--- config.mk ---
export PLATFORM = sky130hd
export DESIGN_NAME = if_id_skid_stage
export DESIGN_NICKNAME = d
export VERILOG_FILES = /design/src/rtl/pipe_pkg.sv /design/src/rtl/skid_buffer.sv /design/src/rtl/if_id_skid_stage.sv
export SDC_FILE = /design/constraint.sdc
export NUM_CORES = 1
export LEC_CHECK = 0
export CAP_MARGIN = 20
export CORE_MARGIN = 2
export CORE_UTILIZATION = 35
export DETAILED_ROUTE_END_ITERATION = 10
export DONT_BUFFER_PORTS = 1
export GPL_TIMING_DRIVEN = 0
export PLACE_DENSITY_LB_ADDON = 0.2
export SETUP_SLACK_MARGIN = 0.15
export SYNTH_ARGS = -nofsm -noshare
export SYNTH_HDL_FRONTEND = slang
export SYNTH_HIERARCHICAL = 1
export SYNTH_SLANG_ARGS = --single-unit
--- constraint.sdc ---
create_clock -name CLK -period 2.37 [get_ports CLK]
set_clock_uncertainty 0.2 [all_clocks]
set_input_delay 0.237 -clock CLK [delete_from_list [all_inputs] [get_ports CLK]]
set_output_delay 0.237 -clock CLK [all_outputs]
set_load 0.005 [all_outputs]
--- src/rtl/pipe_pkg.sv ---
// ----------------------------------------------------------------------------
// pipe_pkg
//   Shared constants and types for the front-end pipeline stages.
//   - RISC-V register-index field positions, used for early hazard lookup.
//   - Default NOP encoding (addi x0, x0, 0).
//   - if_id_payload_t: default-width {pc, instr} bundle carried from fetch
//     to decode.
// ----------------------------------------------------------------------------
package pipe_pkg;

    localparam int RS1_LSB   = 15;
    localparam int RS2_LSB   = 20;
    localparam int REG_IDX_W = 5;

    localparam int PC_W_DEFAULT    = 32;
    localparam int INSTR_W_DEFAULT = 32;

    localparam logic [31:0] NOP_INSTR_DEFAULT = 32'h0000_0013;

    typedef struct packed {
        logic [PC_W_DEFAULT-1:0]    pc;
        logic [INSTR_W_DEFAULT-1:0] instr;
    } if_id_payload_t;

endpackage : pipe_pkg

--- src/rtl/skid_buffer.sv ---
// ----------------------------------------------------------------------------
// skid_buffer
//   Generic two-entry valid/ready buffer over a packed payload. The main
//   entry drives the output; the skid entry catches the one extra beat that
//   can arrive while the consumer stalls. in_ready comes straight from the
//   skid-valid flop, so there is no combinational path from out_ready to
//   in_ready.
//
//   Ports:
//     clk, rst_n          clock, asynchronous active-low reset
//     flush               drop every held entry and any entry accepted now
//     in_valid/in_ready   producer handshake (in_ready registered)
//     in_data  [W]        producer payload
//     out_valid/out_ready consumer handshake
//     out_data [W]        consumer payload (main entry)
// ----------------------------------------------------------------------------
module skid_buffer #(
    parameter int           W       = 64,
    parameter logic [W-1:0] RST_VAL = '0
) (
    input  logic         clk,
    input  logic         rst_n,
    input  logic         flush,
    input  logic         in_valid,
    output logic         in_ready,
    input  logic [W-1:0] in_data,
    output logic         out_valid,
    input  logic         out_ready,
    output logic [W-1:0] out_data
);

    logic         m_valid_q, m_valid_d;
    logic         s_valid_q, s_valid_d;
    logic [W-1:0] m_data_q,  m_data_d;
    logic [W-1:0] s_data_q,  s_data_d;

    logic acc;
    logic pop;

    assign in_ready  = ~s_valid_q;
    assign out_valid = m_valid_q;
    assign out_data  = m_data_q;

    assign acc = in_valid & ~s_valid_q;
    assign pop = m_valid_q & out_ready;

    // The skid entry is only ever occupied while the main entry is, so an
    // empty main entry implies an empty skid entry.
    always_comb begin
        m_valid_d = m_valid_q;
        s_valid_d = s_valid_q;
        m_data_d  = m_data_q;
        s_data_d  = s_data_q;

        if (flush) begin
            // A pop in the same cycle has already been taken by the consumer;
            // clearing here just makes sure it is not presented again.
            m_valid_d = 1'b0;
            s_valid_d = 1'b0;
            m_data_d  = RST_VAL;
        end else if (!m_valid_q) begin
            if (acc) begin
                m_valid_d = 1'b1;
                m_data_d  = in_data;
            end
        end else if (pop) begin
            if (s_valid_q) begin
                m_data_d  = s_data_q;
                s_valid_d = 1'b0;
            end else if (acc) begin
                m_data_d  = in_data;
            end else begin
                m_valid_d = 1'b0;
            end
        end else if (acc) begin
            s_valid_d = 1'b1;
            s_data_d  = in_data;
        end
    end

    always_ff @(posedge clk or negedge rst_n) begin
        if (!rst_n) begin
            m_valid_q <= 1'b0;
            s_valid_q <= 1'b0;
            m_data_q  <= RST_VAL;
            s_data_q  <= RST_VAL;
        end else begin
            m_valid_q <= m_valid_d;
            s_valid_q <= s_valid_d;
            m_data_q  <= m_data_d;
            s_data_q  <= s_data_d;
        end
    end

endmodule : skid_buffer

--- src/rtl/if_id_skid_stage.sv ---
// ----------------------------------------------------------------------------
// if_id_skid_stage
//   IF/ID pipeline stage built on a two-entry skid buffer. Carries PC and
//   instruction from fetch to decode, substitutes NOP_INSTR on out_instr
//   whenever nothing valid is held, and exposes the rs1/rs2 indices of the
//   instruction currently presented by fetch for early hazard detection.
//
//   Ports:
//     CLK, Resetn          clock, asynchronous active-low reset
//     flush                discard held and incoming entries
//     in_valid/in_ready    fetch handshake (in_ready registered)
//     in_pc, in_instr      fetch payload
//     out_valid/out_ready  decode handshake
//     out_pc, out_instr    decode payload (out_instr = NOP_INSTR if invalid)
//     id_ra, id_rb         in_instr[19:15], in_instr[24:20] (combinational)
//
//   Optional (macro IF_ID_SKID_STAGE_STATS_EN):
//     stall_cnt [32]       cycles with out_valid & ~out_ready (wraps)
//     flush_cnt [16]       cycles with flush asserted (wraps)
// ----------------------------------------------------------------------------
module if_id_skid_stage
    import pipe_pkg::*;
#(
    parameter int                 PC_W      = 32,
    parameter int                 INSTR_W   = 32,
    parameter logic [INSTR_W-1:0] NOP_INSTR = INSTR_W'(NOP_INSTR_DEFAULT)
) (
    input  logic                 CLK,
    input  logic                 Resetn,
    input  logic                 flush,
    input  logic                 in_valid,
    output logic                 in_ready,
    input  logic [PC_W-1:0]      in_pc,
    input  logic [INSTR_W-1:0]   in_instr,
    output logic                 out_valid,
    input  logic                 out_ready,
    output logic [PC_W-1:0]      out_pc,
    output logic [INSTR_W-1:0]   out_instr,
    output logic [REG_IDX_W-1:0] id_ra,
    output logic [REG_IDX_W-1:0] id_rb
`ifdef IF_ID_SKID_STAGE_STATS_EN
   ,output logic [31:0]          stall_cnt,
    output logic [15:0]          flush_cnt
`endif
);

    localparam int PL_W = PC_W + INSTR_W;
    localparam logic [PL_W-1:0] PL_RST = {{PC_W{1'b0}}, NOP_INSTR};

    logic [PL_W-1:0] in_data;
    logic [PL_W-1:0] out_data;
    logic [INSTR_W-1:0] held_instr;

    assign in_data = {in_pc, in_instr};

    skid_buffer #(
        .W       (PL_W),
        .RST_VAL (PL_RST)
    ) u_skid (
        .clk       (CLK),
        .rst_n     (Resetn),
        .flush     (flush),
        .in_valid  (in_valid),
        .in_ready  (in_ready),
        .in_data   (in_data),
        .out_valid (out_valid),
        .out_ready (out_ready),
        .out_data  (out_data)
    );

    assign out_pc     = out_data[PL_W-1 -: PC_W];
    assign held_instr = out_data[INSTR_W-1:0];
    assign out_instr  = out_valid ? held_instr : NOP_INSTR;

    // Early register indices straight off the fetch bus; hazard logic
    // qualifies them with in_valid itself.
    assign id_ra = in_instr[RS1_LSB +: REG_IDX_W];
    assign id_rb = in_instr[RS2_LSB +: REG_IDX_W];

`ifdef IF_ID_SKID_STAGE_STATS_EN
    logic [31:0] stall_cnt_q, stall_cnt_d;
    logic [15:0] flush_cnt_q, flush_cnt_d;

    always_comb begin
        stall_cnt_d = stall_cnt_q;
        flush_cnt_d = flush_cnt_q;
        if (out_valid && !out_ready) stall_cnt_d = stall_cnt_q + 32'd1;
        if (flush)                   flush_cnt_d = flush_cnt_q + 16'd1;
    end

    always_ff @(posedge CLK or negedge Resetn) begin
        if (!Resetn) begin
            stall_cnt_q <= '0;
            flush_cnt_q <= '0;
        end else begin
            stall_cnt_q <= stall_cnt_d;
            flush_cnt_q <= flush_cnt_d;
        end
    end

    assign stall_cnt = stall_cnt_q;
    assign flush_cnt = flush_cnt_q;
`endif

endmodule : if_id_skid_stage

---- Yosys cells after proc, flatten, opt, wreduce, memory -nomap -nowiden ----
Cells that the tools add are included.
storage, ports and cells
  register bits ........................... 130
  bits in latches ......................... 0
  memory bits (writable) .................. 0
  ROM bits ................................ 0
  bits of input ports ..................... 69
  output and inout bits ................... 76
  word-level logic and storage cells ...... 29
  memories ................................ 0
cells by class
  $add $sub $neg .......................... 0
  multipliers ............................. 0
  div/mod/pow operators ................... 0
  magnitude comparators ................... 0
  equal/unequal tests ..................... 1
  shift operators ......................... 0
  muxes and demuxes ....................... 15
  bitwise gates (word level) .............. 5
  reductions and logical operators ........ 4
operators with widths
  cell                                   count
  2-to-1 mux 64 bit                      5
  2-to-1 mux 32 bit                      1
  2-to-1 mux 1 bit                       9
  AND reduction 4 bit                    1
  != test 3 bit (second input constant)  1
  inverter 1 bit                         3
  nonzero test 3 bit                     1
  bitwise AND 1 bit                      2
  AND reduction 2 bit                    1
  nonzero test 2 bit                     1

---- Longest topological paths before layout ----
Gate-level depths: netlist of the first run.
  depth after elaboration ................. 7
  gate-level depth with buffers ........... 6
  gate-level depth less buffers ........... 3

---- Hierarchy ----
Netlist of the first run, hierarchy kept.
by module, submodules not included
  module            instances  cells each  area each (µm²)
  skid_buffer       1          646         6711.4
  if_id_skid_stage  1          45          290.3

---- Worst setup path before layout of the first run ----
Ideal clock, no wire load.
  kind .................................... register to register
  from .................................... register u_skid.s_valid_q
  to ...................................... register u_skid.s_data_q[16]
  arrival time ............................ 1689 ps
  data required time ...................... 2045 ps
  slack ................................... 356 ps
  stages on the path, launching flop included .. 7
  path buffers ............................ 3
  clock period less this slack ............ 2014 ps
  cells stage by stage .................... dfrtp_1 buf_6 nand2b_1 buf_2 nor3_4 buf_6 mux2_2
on the way
  longest elaborated chain between the ends .. 3
RTL lines
  item                                  RTL line           text
  start: declaration                    skid_buffer.sv:33  logic s_valid_q, s_valid_d;
  start signal: assignment              skid_buffer.sv:89  s_valid_q <= s_valid_d;
  inverter 1 bit                        skid_buffer.sv:44  assign acc = in_valid & ~s_valid_q;
  bitwise AND 1 bit                     skid_buffer.sv:44
  AND reduction 4 bit (no source line)  -
  end signal: assignment                skid_buffer.sv:91  s_data_q <= s_data_d;
  end: declaration                      skid_buffer.sv:35  logic [W-1:0] s_data_q, s_data_d;
Every way passes these cells.
A chain may end at the register's enable or synchronous reset.

---- Worst setup path after layout of the first run ----
  from .................................... register u_skid.s_valid_q
  to ...................................... register u_skid.s_data_q[12]
The elaborated chain is that of the path after synthesis.

==> results of run 1 <==
-- worst register-to-register path, cell delays in order, from the launching register on --
cell	delay, ns
dfrtp_1	0.37
buf_6	0.15
nand2b_1	0.13
buf_2	0.17
nor3_4	0.21
buf_4	0.20
buf_6	0.19
mux2_1	0.35
-- layout by cell type (no fill, tap or decap), types with 3 or more instances in the layout --
master         netlist  final
dfstp_2              6      6
dlygate4sd3_1        0     65
a221o_1              3      3
clkbuf_1            52     45
nand3b_1            60     60
clkbuf_16            0     17
clkinv_2             0      4
buf_6                7      7
mux2_2              11     11
a21oi_1             62     62
a21o_1               4      4
clkbuf_2             2     16
and2_1              29     29
nor2b_1             61     61
o2bb2ai_1           60     60
buf_1                5      5
o21ai_0            122    122
buf_4               10     13
nand2b_1             5      5
mux2_1              53     53
buf_2                3      3
dfrtp_1            124    123
-- routing by layer --
| layer | GRT usage, % | vias to the layer above | wire length, um |
|---|---|---|---|
| met2 | 34.27 | 222 | 10480 |
| met4 | 5.686 | 0 | 252 |
| met5 | 0 | - | 0 |
| met1 | 27.74 | 3018 | 10090 |
| met3 | 5.799 | 23 | 1477 |
| li1 | - | 2672 | - |
-- power breakdown --
| group | total (uW) | switching (uW) | internal [uW] |
|---|---|---|---|
| Sequential | 2910 | 279 | 2630 |
| Combinational | 894 | 443 | 452 |
| Clock | 2410 | 951 | 1460 |
| Total | 6210 | 1670 | 4540 |
-- flip-flops by register name, indices dropped and copies added, names as in the netlist --
signal / flops
u_skid/s_valid_q: 1
u_skid/s_data_q: 64
u_skid/out_data: 64
u_skid/out_valid: 1
-- stage by stage --
step	util [%]	total power [uW]
finish	43.82	6211
global route	43.82	6529
CTS	43.76	6254
detailed placement	37.56	3723
global placement	37.56	3645
floorplan	-	3449
-- layout make-up --
type	count	area (um^2)	area share [%]
antenna	2	5.005	0.05849
buffer	79	410.4	4.796
clock buffer	25	465.4	5.439
clock inverter	6	57.56	0.6726
inverter	2	7.507	0.08773
multi-input combinational	480	3344	39.08
sequential	130	3262	38.12
tap	265	331.6	3.875
timing repair buffer	68	673.1	7.867
-- final timing paths --
| check | slack, ns | end | cells after the start | startpoint |
|---|---|---|---|---|
| worst max-delay path | 0.28 | u_skid/s_data_q[12]$_DFFE_PN0P_ | 7 | u_skid/s_valid_q$_DFFE_PN0P_ |
| worst min-delay path | -0.69 | u_skid/s_data_q[23]$_DFFE_PN0P_ | 0 | Resetn |
| worst max register to register | 0.28 | u_skid/s_data_q[12]$_DFFE_PN0P_ | 7 | u_skid/s_valid_q$_DFFE_PN0P_ |
| worst min register to register | 0.30 | u_skid/s_data_q[60]$_DFFE_PN0P_ | 1 | u_skid/s_data_q[60]$_DFFE_PN0P_ |
| max in group asynchronous | 2.42 | u_skid/s_data_q[4]$_DFFE_PN1P_ | 0 | Resetn |
| min in group CLK | 0.04 | u_skid/out_data[60]$_DFFE_PN0P_ | 3 | out_ready |
-- cells by family after synthesis --
family	after synthesis	share of synthesized area [%]
buffers and inverters	81	5.718
flip-flops	130	46.57
AND/OR/NAND/NOR	162	15.56
AO/OA/AOI/OAI	254	21.86
multiplexers	64	10.29
-- what timing repair did --
action                                  in CTS  in global routing
cloned                                       0                  0
endpoints found under the setup margin     123                 57
gates resized for setup                     10                 11
pin swaps                                    1                  0
buffers inserted                             3                  0
hold endpoints to repair                   259                130
==> out/results.tsv, run 1 <==
metric	value	unit
Worst Tran Pin Value	0.5853	ns
final std cells w/o fill	1057	
CP cell instances	buf_6, nand2b_1, buf_2, nor3_4, buf_4, buf_6, mux2_1	
standard-cell row count	51	
most frequent CP cell	buf_6	
die area	21150	um^2
hold crit path type	in -> async	
Clock transition at path regs	0.06	ns
first-pass GRT wire length	35.45	mm
final hold slack	-0.6918	ns
Die X-Extent	145.4	um
Final Hold Fails	130	
share of post-route cells with drive strength above 1	10.51	%
Slew headroom	60.98	%
critical setup path kind	reg -> reg	
Synth area leaders	dfrtp_1 (44%), o21ai_0 (8.7%), mux2_1 (8.5%), o2bb2ai_1 (7.5%), nand3b_1 (6.4%)	
boundary pin count	145	
vias in the first global route	6307	
Leak	0.003389	uW
count leader, synth	dfrtp_1	
post-layout worst setup margin	0.2827	ns
Yosys reg bits	130	
Peak VDD IR	0.0004925	V
initial drt markers	313	
syn avg cell area	10.13	um^2
DRT Pass-1 Iters	5	
Placed Cells	956	
P per Cell Area	725.8	nW/um^2
CTS Buffer Depth	2	
DP Area	7333	um^2
fin crit period	2.087	ns
Skew-Pair Late Insertion Delay	0.42	ns
Arr. time, crit path	2.18	ns
remaining antenna violation count after routing	0	
max incr delay on CP	0.37	ns
pin count of the biggest net entering global routing	131	
Num CTS Buffers	17	
FFs w/ async S/R, synth	100.0	%
Core Area	19530	um^2
critical-path maximum fanout	10	
Top FF cell, synth	dfrtp_1	
initial antenna violation count	2	
routed wire length	22.30	mm
Yosys top cell area share	44.32	%
CTS tree	done	
nets	847	
CP bufs+invs	4	
setup TNS	0	ns
Post-DP HPWL	14.41	mm
max-slew violations	0	
CP top delay family	buffers and inverters	
CTS Root Cell	clkbuf_16	
Place WS	-0.1591	ns
outcome	finished, violations left	
routed vias/inst	5.615	
Post-synth EDFFs	0	
total global routing track utilization	21.06	%
CP Capture Type	register	
H-tree Lvls	4	
RSZ-0062 raised after global routing	no	
Worst setup SP type	register	
Layout area overhead	22.21	%
RD Place Congestion	0.7561	
final worst-path cycle share	88.07	%
Cell variety after synth	29	
syn nets	760	
DR vias	5935	
chip height	145.4	um
Post-synth top cells	dfrtp_1 (124), o21ai_0 (122), a21oi_1 (62)	
Fillers	1874	
hold_buf cts	65	
Final Cell Area	8557	um^2
Cells after Synth	691	
DRC Markers	0	
fmax	0.4791	GHz
Ys Warns	6	
CP Data Required Time	2.47	ns
CTS sink cnt	130	
Final setup viols	0	
post-synthesis cell area	7002	um^2
Remaining Overflow, GRT	0	
Max Cap Viol	0	
failing checks	negative hold slack	
wire per inst	21.10	um
crit path max-delay cell type	dfrtp_1	
count of input and output buffers	0	
sequential cell area fraction in the yosys report	46.57	%
starting density of the core	35.86	%
largest area contributor in the netlist	dfrtp_1	
Note: power is estimated with default switching activity, not from simulation.
==> run 2, diff against run 1 <==
Settings changed: BUFFER_PORTS_ARGS set to -buffer_cell sky130_fd_sc_hd__buf_2, DONT_BUFFER_PORTS 1 to unset.
==> run 2 against run 1 <==
Effect of this change: the run now ends clean; critical endpoint is now u_skid/out_data[39]$_DFFE_PN0P_; power grew 6.6%; critical path type unchanged; sequential cell count is the same; final cell count grew 14%.
==> out/results.tsv, run 2 (synthesized netlist as in run 1, its figures left out) <==
metric	value	unit
Arr. time, crit path	2.20	ns
P per Cell Area	705.1	nW/um^2
most common cell after layout, fill and taps aside	buf_2	
total global routing track utilization	20.34	%
DR vias	6213	
Fillers	1891	
Max Cap Viol	0	
CP Data Required Time	2.47	ns
count of input and output buffers	143	
DP Area	8083	um^2
reg2reg path depth	5	
CTS sink cnt	130	
routed wire length	21.48	mm
final hold slack	0.1168	ns
starting density of the core	35.86	%
fmax	0.4748	GHz
hold crit path type	in -> async	
setup TNS	0	ns
Peak VDD IR	0.0005093	V
RD Place Congestion	0.7755	
FF-to-FF End	u_skid/out_data[39]$_DFFE_PN0P_	
remaining antenna violation count after routing	0	
Clock transition at path regs	0.06	ns
boundary pin count	145	
CTS Root Cell	clkbuf_16	
CP Capture Type	register	
Num CTS Buffers	17	
Core Area	19530	um^2
standard-cell row count	51	
first-pass GRT wire length	34.18	mm
Slew headroom	63.49	%
initial drt markers	349	
flop2flop setup slack	0.26	ns
Post-DP HPWL	13.84	mm
Skew-Pair Late Insertion Delay	0.42	ns
worst r2r src	u_skid/out_valid$_DFF_PN0_	
DRT Pass-1 Iters	4	
Setup crit end	u_skid/out_data[39]$_DFFE_PN0P_	
CTS Buffer Depth	2	
critical-path maximum fanout	11	
RSZ-0062 raised after global routing	no	
Final Hold Fails	0	
Layout area overhead	34.15	%
Die X-Extent	145.4	um
H-tree Lvls	4	
Leak	0.004078	uW
DRC Markers	0	
pin count of the biggest net entering global routing	86	
nets	992	
chip height	145.4	um
most frequent cells in the layout	buf_2 (145), dfrtp_1 (124), o21ai_0 (122)	
fin crit period	2.106	ns
total power	6622	uW
Worst Tran Pin Value	0.5476	ns
Worst setup SP type	register	
Final setup viols	0	
routed vias/inst	5.169	
final worst-path cycle share	88.88	%
outcome	finished, final reports clean	
crit path launch	u_skid/out_valid$_DFF_PN0_	
share of post-route cells with drive strength above 1	24.79	%
critical setup path kind	reg -> reg	
Final Cell Area	9393	um^2
initial antenna violation count	1	
die area	21150	um^2
post-layout worst setup margin	0.2636	ns
CTS tree	done	
vias in the first global route	6226	
max-slew violations	0	
wire per inst	17.87	um
Place WS	-0.09791	ns
Remaining Overflow, GRT	0	
-- run 2: cell count changes in the layout (fill, tap and decap cells not counted), sizes merged --
| cell | change |
|---|---|
| buf | +145 |
| diode | -1 |
| bufinv | +1 |
| clkinv | -2 |
| clkinvlp | +3 |
| clkbuf | -2 |
| dlygate4sd3 | +1 |
-- run 2: critical path, stage by stage (launching register included) --
cell and delay [ns]:
dfrtp_1 0.51, clkbuf_2 0.30, nand2_2 0.26, buf_1 0.43, a21oi_1 0.14, o2bb2ai_1 0.15
-- run 2: repair_timing --
action                                  CTS  global route
pin swaps                                 1             0
gates resized for setup                   4            22
endpoints found under the setup margin  123            60
hold buffers                             66             0
buffers inserted                          3             0
endpoints found under the hold margin   136             0
-- run 2: through the flow --
step	std cells	util [%]
after global routing	1202	48.10
after floorplan	691	-
final	1202	48.10
after detailed placement	1100	41.39
after global placement	1099	41.22
after CTS	1201	48.01
-- run 2: layout make-up --
class	instances	area, um^2	share of cell area, %
inverter	2	7.507	0.07993
clock buffer	24	501.7	5.342
timing repair buffer	213	1433	15.25
buffer	79	409.1	4.356
sequential	130	3261	34.71
antenna	1	2.502	0.02664
clock inverter	8	100.1	1.066
tap	265	331.6	3.530
multi-input combinational	480	3347	35.63
-- run 2: power by group --
part	internal, uW	switching (uW)
Sequential	2630	257
Clock	1690	998
Combinational	539	514
-- run 2: metal layers --
metal,vias to the layer above,share of wire (%),track usage (%)
li1,2975,-,-
met1,2998,46,28.23
met2,219,46,31.90
met3,21,6.3,4.828
met4,0,1.2,5.686
met5,-,0,0
-- run 2: worst min path at each step --
stage / start / endpoint / slack [ns]
3_5_place_dp: Resetn / u_skid/out_data[24]$_DFFE_PN0P_ / 0.007
5_1_grt: in_valid / u_skid/out_data[39]$_DFFE_PN0P_ / 0.15
3_3_place_gp: u_skid/s_data_q[60]$_DFFE_PN0P_ / u_skid/s_data_q[60]$_DFFE_PN0P_ / 0.27
2_1_floorplan: Resetn / u_skid/out_data[10]$_DFFE_PN0P_ / -0.26
6_report: Resetn / u_skid/out_data[24]$_DFFE_PN0P_ / 0.12
4_1_cts: Resetn / u_skid/out_data[24]$_DFFE_PN0P_ / 0.13
